File: src/rtl/fetch_unit_pkg.sv
// Shared types and constants for the fetch front-end: the empty-slot
// instruction value, the {inst, pc} entry layout and pointer sizing.
package fetch_unit_pkg;

    localparam logic [31:0] INST_NOP = 32'h0;

    typedef struct packed {
        logic [31:0] inst;
        logic [31:0] pc;
    } fetch_entry_t;

    function automatic int ptr_width(input int depth);
        return (depth > 1) ? $clog2(depth) : 1;
    endfunction

    localparam int FQ_PTR_WIDTH = ptr_width(4);

endpackage

File: src/rtl/fetch_queue.sv
// Two-in / two-out circular buffer of fetched {inst, pc} pairs with occupancy
// count; the head and head+1 entries are presented to decode.
module fetch_queue
    import fetch_unit_pkg::*;
#(
    parameter int DATA_WIDTH = 32,
    parameter int ADDR_WIDTH = 32,
    parameter int DEPTH      = 4,
    localparam int PTR_W     = ptr_width(DEPTH),
    localparam int CNT_W     = $clog2(DEPTH + 1)
) (
    input  logic                  clk,
    input  logic                  reset,
    input  logic                  flush,
    input  logic [1:0]            enq_count,
    input  logic [1:0]            deq_count,
    input  logic [DATA_WIDTH-1:0] enq_inst_0,
    input  logic [DATA_WIDTH-1:0] enq_inst_1,
    input  logic [ADDR_WIDTH-1:0] enq_pc_0,
    input  logic [ADDR_WIDTH-1:0] enq_pc_1,
    output logic [CNT_W-1:0]      count,
    output logic [DATA_WIDTH-1:0] inst_0,
    output logic [DATA_WIDTH-1:0] inst_1,
    output logic [ADDR_WIDTH-1:0] pc_0,
    output logic [ADDR_WIDTH-1:0] pc_1,
    output logic                  valid_0,
    output logic                  valid_1
);

    logic [DATA_WIDTH-1:0] inst_mem [DEPTH];
    logic [ADDR_WIDTH-1:0] pc_mem   [DEPTH];
    logic [PTR_W-1:0]      head;
    logic [PTR_W-1:0]      tail;
    logic [PTR_W-1:0]      head_1;
    logic [PTR_W-1:0]      tail_1;

    assign head_1 = head + PTR_W'(1);
    assign tail_1 = tail + PTR_W'(1);

    always_ff @(posedge clk or posedge reset) begin
        if (reset) begin
            head  <= '0;
            tail  <= '0;
            count <= '0;
        end else if (flush) begin
            head  <= '0;
            tail  <= '0;
            count <= '0;
        end else begin
            head  <= head + PTR_W'(deq_count);
            tail  <= tail + PTR_W'(enq_count);
            count <= count - CNT_W'(deq_count) + CNT_W'(enq_count);
        end
    end

    // Payload storage carries no reset; occupancy alone decides what is valid.
    always_ff @(posedge clk) begin
        if (!flush && enq_count != 2'd0) begin
            inst_mem[tail] <= enq_inst_0;
            pc_mem[tail]   <= enq_pc_0;
        end
        if (!flush && enq_count == 2'd2) begin
            inst_mem[tail_1] <= enq_inst_1;
            pc_mem[tail_1]   <= enq_pc_1;
        end
    end

    always_comb begin
        valid_0 = (count != '0);
        valid_1 = (count > CNT_W'(1));
        inst_0  = valid_0 ? inst_mem[head]   : DATA_WIDTH'(INST_NOP);
        pc_0    = valid_0 ? pc_mem[head]     : '0;
        inst_1  = valid_1 ? inst_mem[head_1] : DATA_WIDTH'(INST_NOP);
        pc_1    = valid_1 ? pc_mem[head_1]   : '0;
    end

endmodule

File: src/rtl/fetch_unit.sv
// Superscalar fetch stage: owns the PC, fetches PC/PC+4 from a dual-port
// async-read instruction memory and feeds a fetch queue drained by decode.
module fetch_unit
    import fetch_unit_pkg::*;
#(
    parameter int                    ADDR_WIDTH  = 32,
    parameter int                    DATA_WIDTH  = 32,
    parameter logic [ADDR_WIDTH-1:0] RESET_PC    = '0,
    parameter int                    QUEUE_DEPTH = 4
) (
    input  logic                  clk,
    input  logic                  reset,
    output logic [ADDR_WIDTH-1:0] imem_addr_0,
    output logic [ADDR_WIDTH-1:0] imem_addr_1,
    input  logic [DATA_WIDTH-1:0] imem_data_0,
    input  logic [DATA_WIDTH-1:0] imem_data_1,
    input  logic                  redirect_valid,
    input  logic [ADDR_WIDTH-1:0] redirect_pc,
    input  logic [1:0]            deq_count,
    output logic [DATA_WIDTH-1:0] inst_0,
    output logic [DATA_WIDTH-1:0] inst_1,
    output logic [ADDR_WIDTH-1:0] pc_0,
    output logic [ADDR_WIDTH-1:0] pc_1,
    output logic                  valid_0,
    output logic                  valid_1
);

    localparam int CNT_W = $clog2(QUEUE_DEPTH + 1);

    logic [ADDR_WIDTH-1:0] pc;
    logic [CNT_W-1:0]      count;
    logic [1:0]            deq;
    logic [1:0]            enq;
    logic [1:0]            q_deq;
    logic [CNT_W:0]        free;

    // Decode may ask for more than is present (or encode 3); never pop past the tail.
    function automatic logic [1:0] clamp_deq(input logic [1:0] req, input logic [CNT_W-1:0] avail);
        logic [1:0] lim;
        lim = (req == 2'd3) ? 2'd2 : req;
        return (CNT_W'(lim) > avail) ? avail[1:0] : lim;
    endfunction

    always_comb begin
        deq   = clamp_deq(deq_count, count);
        free  = (CNT_W+1)'(QUEUE_DEPTH) - {1'b0, count} + (CNT_W+1)'(deq);
        enq   = 2'd0;
        q_deq = deq;
        if (redirect_valid) begin
            q_deq = 2'd0;
        end else if (free >= (CNT_W+1)'(2)) begin
            enq = 2'd2;
        end else if (free == (CNT_W+1)'(1)) begin
            enq = 2'd1;
        end
    end

    always_ff @(posedge clk or posedge reset) begin
        if (reset) begin
            pc <= RESET_PC;
        end else if (redirect_valid) begin
            pc <= redirect_pc & ~ADDR_WIDTH'(3);
        end else begin
            pc <= pc + ADDR_WIDTH'({enq, 2'b00});
        end
    end

    assign imem_addr_0 = pc;
    assign imem_addr_1 = pc + ADDR_WIDTH'(4);

    fetch_queue #(
        .DATA_WIDTH (DATA_WIDTH),
        .ADDR_WIDTH (ADDR_WIDTH),
        .DEPTH      (QUEUE_DEPTH)
    ) u_queue (
        .clk        (clk),
        .reset      (reset),
        .flush      (redirect_valid),
        .enq_count  (enq),
        .deq_count  (q_deq),
        .enq_inst_0 (imem_data_0),
        .enq_inst_1 (imem_data_1),
        .enq_pc_0   (imem_addr_0),
        .enq_pc_1   (imem_addr_1),
        .count      (count),
        .inst_0     (inst_0),
        .inst_1     (inst_1),
        .pc_0       (pc_0),
        .pc_1       (pc_1),
        .valid_0    (valid_0),
        .valid_1    (valid_1)
    );

endmodule
File: config.mk
export PLATFORM = sky130hd
export DESIGN_NAME = fetch_unit
export DESIGN_NICKNAME = d
export VERILOG_FILES = /design/src/rtl/fetch_unit_pkg.sv /design/src/rtl/fetch_queue.sv /design/src/rtl/fetch_unit.sv
export SDC_FILE = /design/constraint.sdc
export NUM_CORES = 1
export LEC_CHECK = 0
export CAP_MARGIN = 20
export CORE_MARGIN = 2
export CORE_UTILIZATION = 45
export DETAILED_ROUTE_END_ITERATION = 7
export GPL_TIMING_DRIVEN = 0
export HOLD_SLACK_MARGIN = 0.05
export PLACE_DENSITY = 0.67
export SLEW_MARGIN = 20
export SYNTH_ARGS = -nofsm -noshare
export SYNTH_HDL_FRONTEND = slang
export SYNTH_HIERARCHICAL = 1
export SYNTH_SLANG_ARGS = --single-unit
File: constraint.sdc
create_clock -name clk -period 9.05 [get_ports clk]
set_input_delay 1.3575 -clock clk [delete_from_list [all_inputs] [get_ports clk]]
set_output_delay 1.3575 -clock clk [all_outputs]
set_load 0.02 [all_outputs]
==> impl_metrics.csv, run 1 <==
group,metric,value,unit
worst_setup_path,crit_path_end_kind,"flop",
worst_setup_path,critPathRequiredTime,9450,ps
synthesis,synthFlopType,"edfxtp_1",
synthesis,synth_cells,1205,
timing,setup_viol,0,
route,num_vias,12051,
timing,rsz0062_at_grt,"false",
cells_and_area,fillCellCount,3163,
cts,clock_latency,530,ps
timing,fmax,0.1442,GHz
cells_and_area,fin_util,58.81,%
route,drt-vias-per-instance,5.676,
synthesis,netlist.area_leader.share,42.08,%
grt,grt_pass1_wl,77.30,mm
grt,grt_pass1_vias,12443,
cts,clkSinkCount,293,
floorplanning,start_util,45.77,%
floorplanning,die_y,205.5,um
worst_setup_path,ff2ff_setup_slack,2950,ps
synthesis,ys_types,65,
timing,post-route-min-period,6936,ps
synthesis,syn_area,0.01827,mm2
floorplanning,dieWidth,205.5,um
timing,drv_slew,0,
worst_setup_path,critPathKind,"primary input to flop",
worst_setup_path,critPathMostFrequentCell,"ha_1",
cells_and_area,finalNetCount,1688,
worst_hold_path,hold_path_class,"flop to flop",
cells_and_area,syn_to_final_growth,28.48,%
placed_design,port_buffers,288,
route,route.top_layer_used,"met4",
cells_and_area,insertedDiodeCount,0,
route,post_drt_wl_per_cell,24.38,um
cells_and_area,layout-drive-gt1-share,32.10,%
synthesis,synth_area_leader_cell,"edfxtp_1",
floorplanning,die_area,0.04222,mm2
grt,grt_start_max_net_pins,31,
floorplanning,coreArea,0.03991,mm2
worst_hold_path,hp-start,"u_queue/head[0]$_DFF_PP0_",
cts,cts_resized,0,
timing,setup_ws,2114,ps
synthesis,yosys-top-cells-count,"256 x edfxtp_1, 130 x and2_1, 128 x mux4_2, 120 x mux2_4, 115 x mux2_2",
synthesis,synth_edf_count,256,
worst_setup_path,crit_chain,"clkdlybuf4s50_1, clkbuf_1, ha_1, nor2b_1, o21ai_0, mux2_2, ha_1, fa_1, inv_1, o211a_1, o21ai_0, nor3_1, ha_1, inv_1, fa_1, nand4b_1, nor4_1, a21boi_0, o31a_1",
cts,postCtsHoldBufs,0,
pwr,leakage,8.514,nW
synthesis,synth_most_common_cell,"edfxtp_1",
pwr,p_per_area,268.1,mW/mm2
route,wl_met1,21.33,mm
grt,gr-total-overflow,0,
run_status,status,"completed",
placed_design,gp_congestion,0.9048,
cts,clockBufferDepth,3,
cts,root_buffer,"clkbuf_16",
route,drt-total-wl,51.76,mm
timing,relSlewSlack,36.07,%
cts,post_cts_buffers,0,
pwr,ir_worst_vdd,0.0001250,V
floorplanning,fp-row-count,73,
worst_setup_path,crit_path_max_incr_delay,790,ps
timing,max_slew.worst_pin.slew,950.2,ps
synthesis,seq_area_frac_synth,47.15,%
grt,grt_usage,24.66,%
timing,post-route-period-util,76.64,%
route,first_pass_iters,5,
route,wl_met2,26.39,mm
worst_setup_path,crit_fanout,6,
worst_setup_path,crit_start,"deq_count[1]",
timing,finClkSkew,17.19,ps
floorplanning,ios,295,
synthesis,synth-warning-count,6,
route,drtIter0Drc,769,
placed_design,dp_hpwl,37.65,mm
route,dr_wl_met3,3.152,mm
synthesis,synth_seq_cells,293,
route,drc,0,
synthesis,synthTopCellsByArea,"edfxtp_1 42%, mux4_2 16%, mux2_4 9.9%, mux2_2 7.1%, dfrtp_1 5.1%",
synthesis,avgSynthCellArea,15.16,um2
worst_setup_path,r2r-start,"u_queue/count[1]$_DFF_PP0_",
worst_setup_path,crit_slowest_cell,"nor3_1",
cts,cts_made_buffers,35,
worst_setup_path,cp.arrival,7330,ps
worst_setup_path,cp-start-kind,"primary input",
cts,cts_htree_levels,2,
run,max_cap_viol_count,0,
route,drtAntennaViolNets,0,
placed_design,dp_slack,1621,ps
cts,path_clk_slew,60,ps
grt,antenna_found_initial,0,
cts,cts_tree,"yes",
timing,hold_violations,0,
synthesis,async_reset_ff_share,12.63,%
-- cell type report --
cell class / instances / area, um2 / area share, %
inverters: 25 / 93.84 / 0.3998
repair buffers: 311 / 3294 / 14.04
multi-input cells: 807 / 9020 / 38.43
clock buffers: 47 / 992.2 / 4.227
clock inverters: 16 / 145.1 / 0.6183
flip-flops and latches: 293 / 8613 / 36.70
plain buffers: 99 / 656.9 / 2.799
well taps: 525 / 656.9 / 2.799
-- per-layer routing --
layer	GRT usage, %	vias up
met2	42.88	437
met3	3.833	54
met5	0	-
li1	-	5381
met4	5.524	0
met1	32.60	6179
-- state kept, by name, summed over array words and instances, names as in the netlist --
signal            cells
u_queue/count         3
u_queue/inst_mem    128
u_queue/head          2
u_queue/pc_mem      128
u_queue/tail          2
imem_addr_0          30
-- path summary, 6_finish.rpt --
| kind | depth (start not counted) | to |
|---|---|---|
| setup / recovery | 19 | imem_addr_0[24]$_DFF_PP0_ |
| hold / removal | 2 | u_queue/head[0]$_DFF_PP0_ |
| setup reg to reg | 18 | imem_addr_0[24]$_DFF_PP0_ |
| hold reg to reg | 2 | u_queue/head[0]$_DFF_PP0_ |
| max in group asynchronous | 2 | imem_addr_0[29]$_DFF_PP0_ |
| min in group asynchronous | 2 | u_queue/tail[0]$_DFF_PP0_ |
-- stage by stage --
stage / cell area [um2] / std cells / hold WS, ps / setup TNS, ps / power (W)
after global routing: 23470 / 2123 / 671.4 / 0 / 0.006584
final: 23470 / 2123 / 628.6 / 0 / 0.006293
after global placement: 21880 / 2037 / 612.4 / -1058200 / 0.004872
after CTS: 23460 / 2122 / 634.4 / 0 / 0.006358
after floorplan: 18340 / 1224 / 590.9 / -22320 / 0.003668
after detailed placement: 22320 / 2059 / 628.0 / 0 / 0.004959
-- cell families (layout without fill, tap and decap cells) --
group | after synthesis | count (layout) | share of synthesized area (%)
AO/OA/AOI/OAI | 47 | 47 | 1.712
XOR/XNOR | 48 | 48 | 2.342
adder cells (fa/ha/maj) | 15 | 15 | 1.192
buffers and inverters | 124 | 498 | 4.109
flip-flops | 293 | 293 | 47.15
multiplexers | 389 | 389 | 34.31
other | 1 | 20 | 0.02053
AND/OR/NAND/NOR | 288 | 288 | 9.164
-- report_power, final --
part	internal, W	switching, W	leakage (nW)
logic	0.00150	0.00151	5.17
clock network	0.000829	0.000563	0.550
registers	0.00175	0.000143	2.80
-- placed cells by master (no fill, tap or decap), types with 5 or more instances in the layout --
master / instances
dfrtp_1: 37
ha_1: 11
nand4_1: 19
nor3_1: 10
mux2_4: 120
nor2b_1: 7
buf_8: 7
clkbuf_8: 5
xor2_1: 11
clkinv_1: 7
inv_1: 23
buf_1: 5
buf_2: 35
nand2_1: 40
clkbuf_1: 42
clkdlybuf4s50_1: 288
xnor2_1: 36
clkbuf_16: 36
and2_1: 130
mux2_1: 23
mux2_2: 115
o21ai_0: 18
buf_16: 8
nor2_1: 27
edfxtp_1: 256
conb_1: 20
mux4_2: 128
nand3_1: 14
buf_6: 11
buf_12: 12
nor4_1: 12
-- worst max-delay path: cells and delay by family --
family | cells | cell delay, ps
buffers and inverters | 4 | 740
multiplexers | 1 | 400
AND/OR/NAND/NOR | 4 | 1980
adder cells (fa/ha/maj) | 5 | 1690
AO/OA/AOI/OAI | 5 | 1180
Note: power is estimated with default switching activity, not from simulation.
==> inputs of run 2 (changes only) <==
==> constraint.sdc (replaced) <==
create_clock -name clk -period 6.5 [get_ports clk]
set_input_delay 0.975 -clock clk [delete_from_list [all_inputs] [get_ports clk]]
set_output_delay 0.975 -clock clk [all_outputs]
set_load 0.02 [all_outputs]
==> run 2 against run 1 <==
Net effect: sequential share of layout area increased by 0.15 points; die area unchanged; power grew 38%; clock-buffer cell count is 7 lower; hold slack better by 32 ps; non-clock buffer count shrank 3.
==> impl_metrics.csv, run 2 (synthesis results as in run 1) <==
group,metric,value,unit
pwr,seqPwrFrac,30.4,%
grt,grt_start_max_net_pins,31,
timing,setup_ws,322.5,ps
pwr,power.total,0.008677,W
pwr,swShare,35.32,%
cts,clkSinkCount,293,
worst_setup_path,crit_chain,"clkdlybuf4s50_1, clkbuf_1, ha_1, nor2b_1, o21ai_0, mux2_2, ha_1, fa_1, inv_1, o211a_1, o21ai_0, nor3_2, ha_1, inv_1, fa_1, nand4b_1, nor4_1, a21boi_0, o31a_1",
cts,root_buffer,"clkbuf_16",
cts,clock_latency,510,ps
grt,antenna_found_initial,1,
route,post_drt_wl_per_cell,24.14,um
grt,grt_pass1_vias,12373,
timing,post-route-min-period,6178,ps
floorplanning,dieWidth,205.5,um
cts,post_cts_buffers,0,
cts,path_clk_slew,60,ps
route,drtIter0Drc,803,
pwr,p_switching,0.003065,W
pwr,pwr-share-comb,48.0,%
cts,cts_tree,"yes",
worst_setup_path,crit_path_end_kind,"flop",
worst_setup_path,critPathRequiredTime,6890,ps
grt,grt_pass1_wl,75.97,mm
pwr,ir_worst_vdd,0.0001848,V
grt,gr-total-overflow,0,
run,max_cap_viol_count,0,
placed_design,dp_hpwl,37.16,mm
cts,postCtsHoldBufs,0,
placed_design,dp_slack,-494.8,ps
route,drt-total-wl,51.13,mm
worst_setup_path,critPathMostFrequentCell,"ha_1",
pwr,p_per_area,371.1,mW/mm2
cells_and_area,final_cell_area,0.02338,mm2
route,drt-vias-per-instance,5.677,
cts,cts_htree_levels,2,
timing,relSlewSlack,30.55,%
timing,setup_viol,0,
run_status,status,"completed",
placed_design,dpl_cell_area,0.02229,mm2
floorplanning,coreArea,0.03991,mm2
cells_and_area,syn_to_final_growth,27.97,%
placed_design,port_buffers,288,
floorplanning,die_y,205.5,um
route,num_vias,12023,
worst_setup_path,crit_path_max_incr_delay,690,ps
timing,hold_violations,0,
route,drc,0,
pwr,p_clk_share,21.6,%
placed_design,gp_congestion,0.9271,
worst_setup_path,critPathKind,"primary input to flop",
cells_and_area,layout-drive-gt1-share,32.20,%
timing,rsz0062_at_grt,"false",
cells_and_area,finalNetCount,1685,
route,drtAntennaViolNets,0,
timing,max_slew.worst_pin.slew,1036,ps
timing,drv_slew,0,
cells_and_area,layout_common_cells,"288 x clkdlybuf4s50_1, 256 x edfxtp_1, 130 x and2_1",
worst_setup_path,cp-start-kind,"primary input",
floorplanning,ios,295,
timing,finClkSkew,14.92,ps
cells_and_area,insertedDiodeCount,0,
timing,fmax,0.1619,GHz
pwr,internal-power,0.005612,W
route,first_pass_iters,5,
pwr,leakage,8.467,nW
floorplanning,start_util,45.77,%
floorplanning,fp-row-count,73,
floorplanning,die_area,0.04222,mm2
cts,clockBufferDepth,3,
worst_setup_path,cp.arrival,6570,ps
timing,whs,660.2,ps
cts,cts_made_buffers,35,
worst_setup_path,crit_fanout,6,
worst_hold_path,hold_path_class,"flop to flop",
grt,grt_usage,24.25,%
worst_setup_path,crit_slowest_cell,"nor4_1",
cells_and_area,layout_commonest_cell,"clkdlybuf4s50_1",
timing,post-route-period-util,95.04,%
-- run 2: cell types whose count changed in the layout (fill, tap and decap cells not counted), sizes merged --
cell      change
clkinv        +3
buf           -3
clkbuf        -7
clkinvlp      +2
-- run 2: what timing repair did --
item | CTS | global route
endpoints found under the hold margin | 0 | 0
setup endpoints to repair | 0 | 6
gates resized for setup | 0 | 1
-- run 2: layout make-up --
type | count | area (um2)
fill | 3166 | 16540
multi-input combinational | 807 | 9025
sequential | 293 | 8613
timing repair buffer | 308 | 3244
clock buffer | 40 | 924.6
buffer | 99 | 656.9
tap | 525 | 656.9
clock inverter | 21 | 163.9
inverter | 25 | 93.84
-- run 2: worst paths after layout --
kind	start	to	slack [ps]	cells past startpoint
min reg2reg	u_queue/head[0]$_DFF_PP0_	u_queue/head[0]$_DFF_PP0_	660	2
max	deq_count[1]	imem_addr_0[24]$_DFF_PP0_	320	19
min in group asynchronous	reset	u_queue/tail[1]$_DFF_PP0_	920	2
max reg2reg	u_queue/count[1]$_DFF_PP0_	imem_addr_0[24]$_DFF_PP0_	820	18
max in group asynchronous	reset	imem_addr_0[27]$_DFF_PP0_	4950	2
min	u_queue/head[0]$_DFF_PP0_	u_queue/head[0]$_DFF_PP0_	660	2
-- run 2: layer usage --
metal | track usage, % | wire length [um] | vias to the layer above | share of wire (%)
met3 | 3.342 | 2866 | 66 | 5.6
met1 | 31.74 | 21250 | 6164 | 42
met5 | 0 | 13 | - | 0.025
met2 | 42.44 | 25850 | 408 | 51
li1 | - | - | 5383 | -
met4 | 6.269 | 1145 | 2 | 2.2
-- run 2: per-stage QoR --
| stage | setup TNS (ps) | instances | util [%] |
|---|---|---|---|
| final | 0 | 2118 | 58.57 |
| after detailed placement | -7602 | 2057 | 55.83 |
| after floorplan | 0 | 1224 | - |
| after global placement | -528030 | 2037 | 54.89 |
| after CTS | 0 | 2118 | 58.56 |
| after global routing | 0 | 2118 | 58.57 |
-- run 2: power groups by stage --
stage          Combinational, W  Clock (W)  Sequential, W
6_report                0.00416    0.00187        0.00264
3_5_place_dp            0.00421          0        0.00267
3_3_place_gp            0.00406          0        0.00269
5_1_grt                 0.00443    0.00199        0.00267
4_1_cts                 0.00422    0.00191        0.00263
2_1_floorplan           0.00246          0        0.00264
-- run 2: worst max-delay path: cells and delay by family --
family                   cells  cell delay (ps)
AO/OA/AOI/OAI                5             1170
adder cells (fa/ha/maj)      5             1580
buffers and inverters        4              800
multiplexers                 1              400
AND/OR/NAND/NOR              4             1640
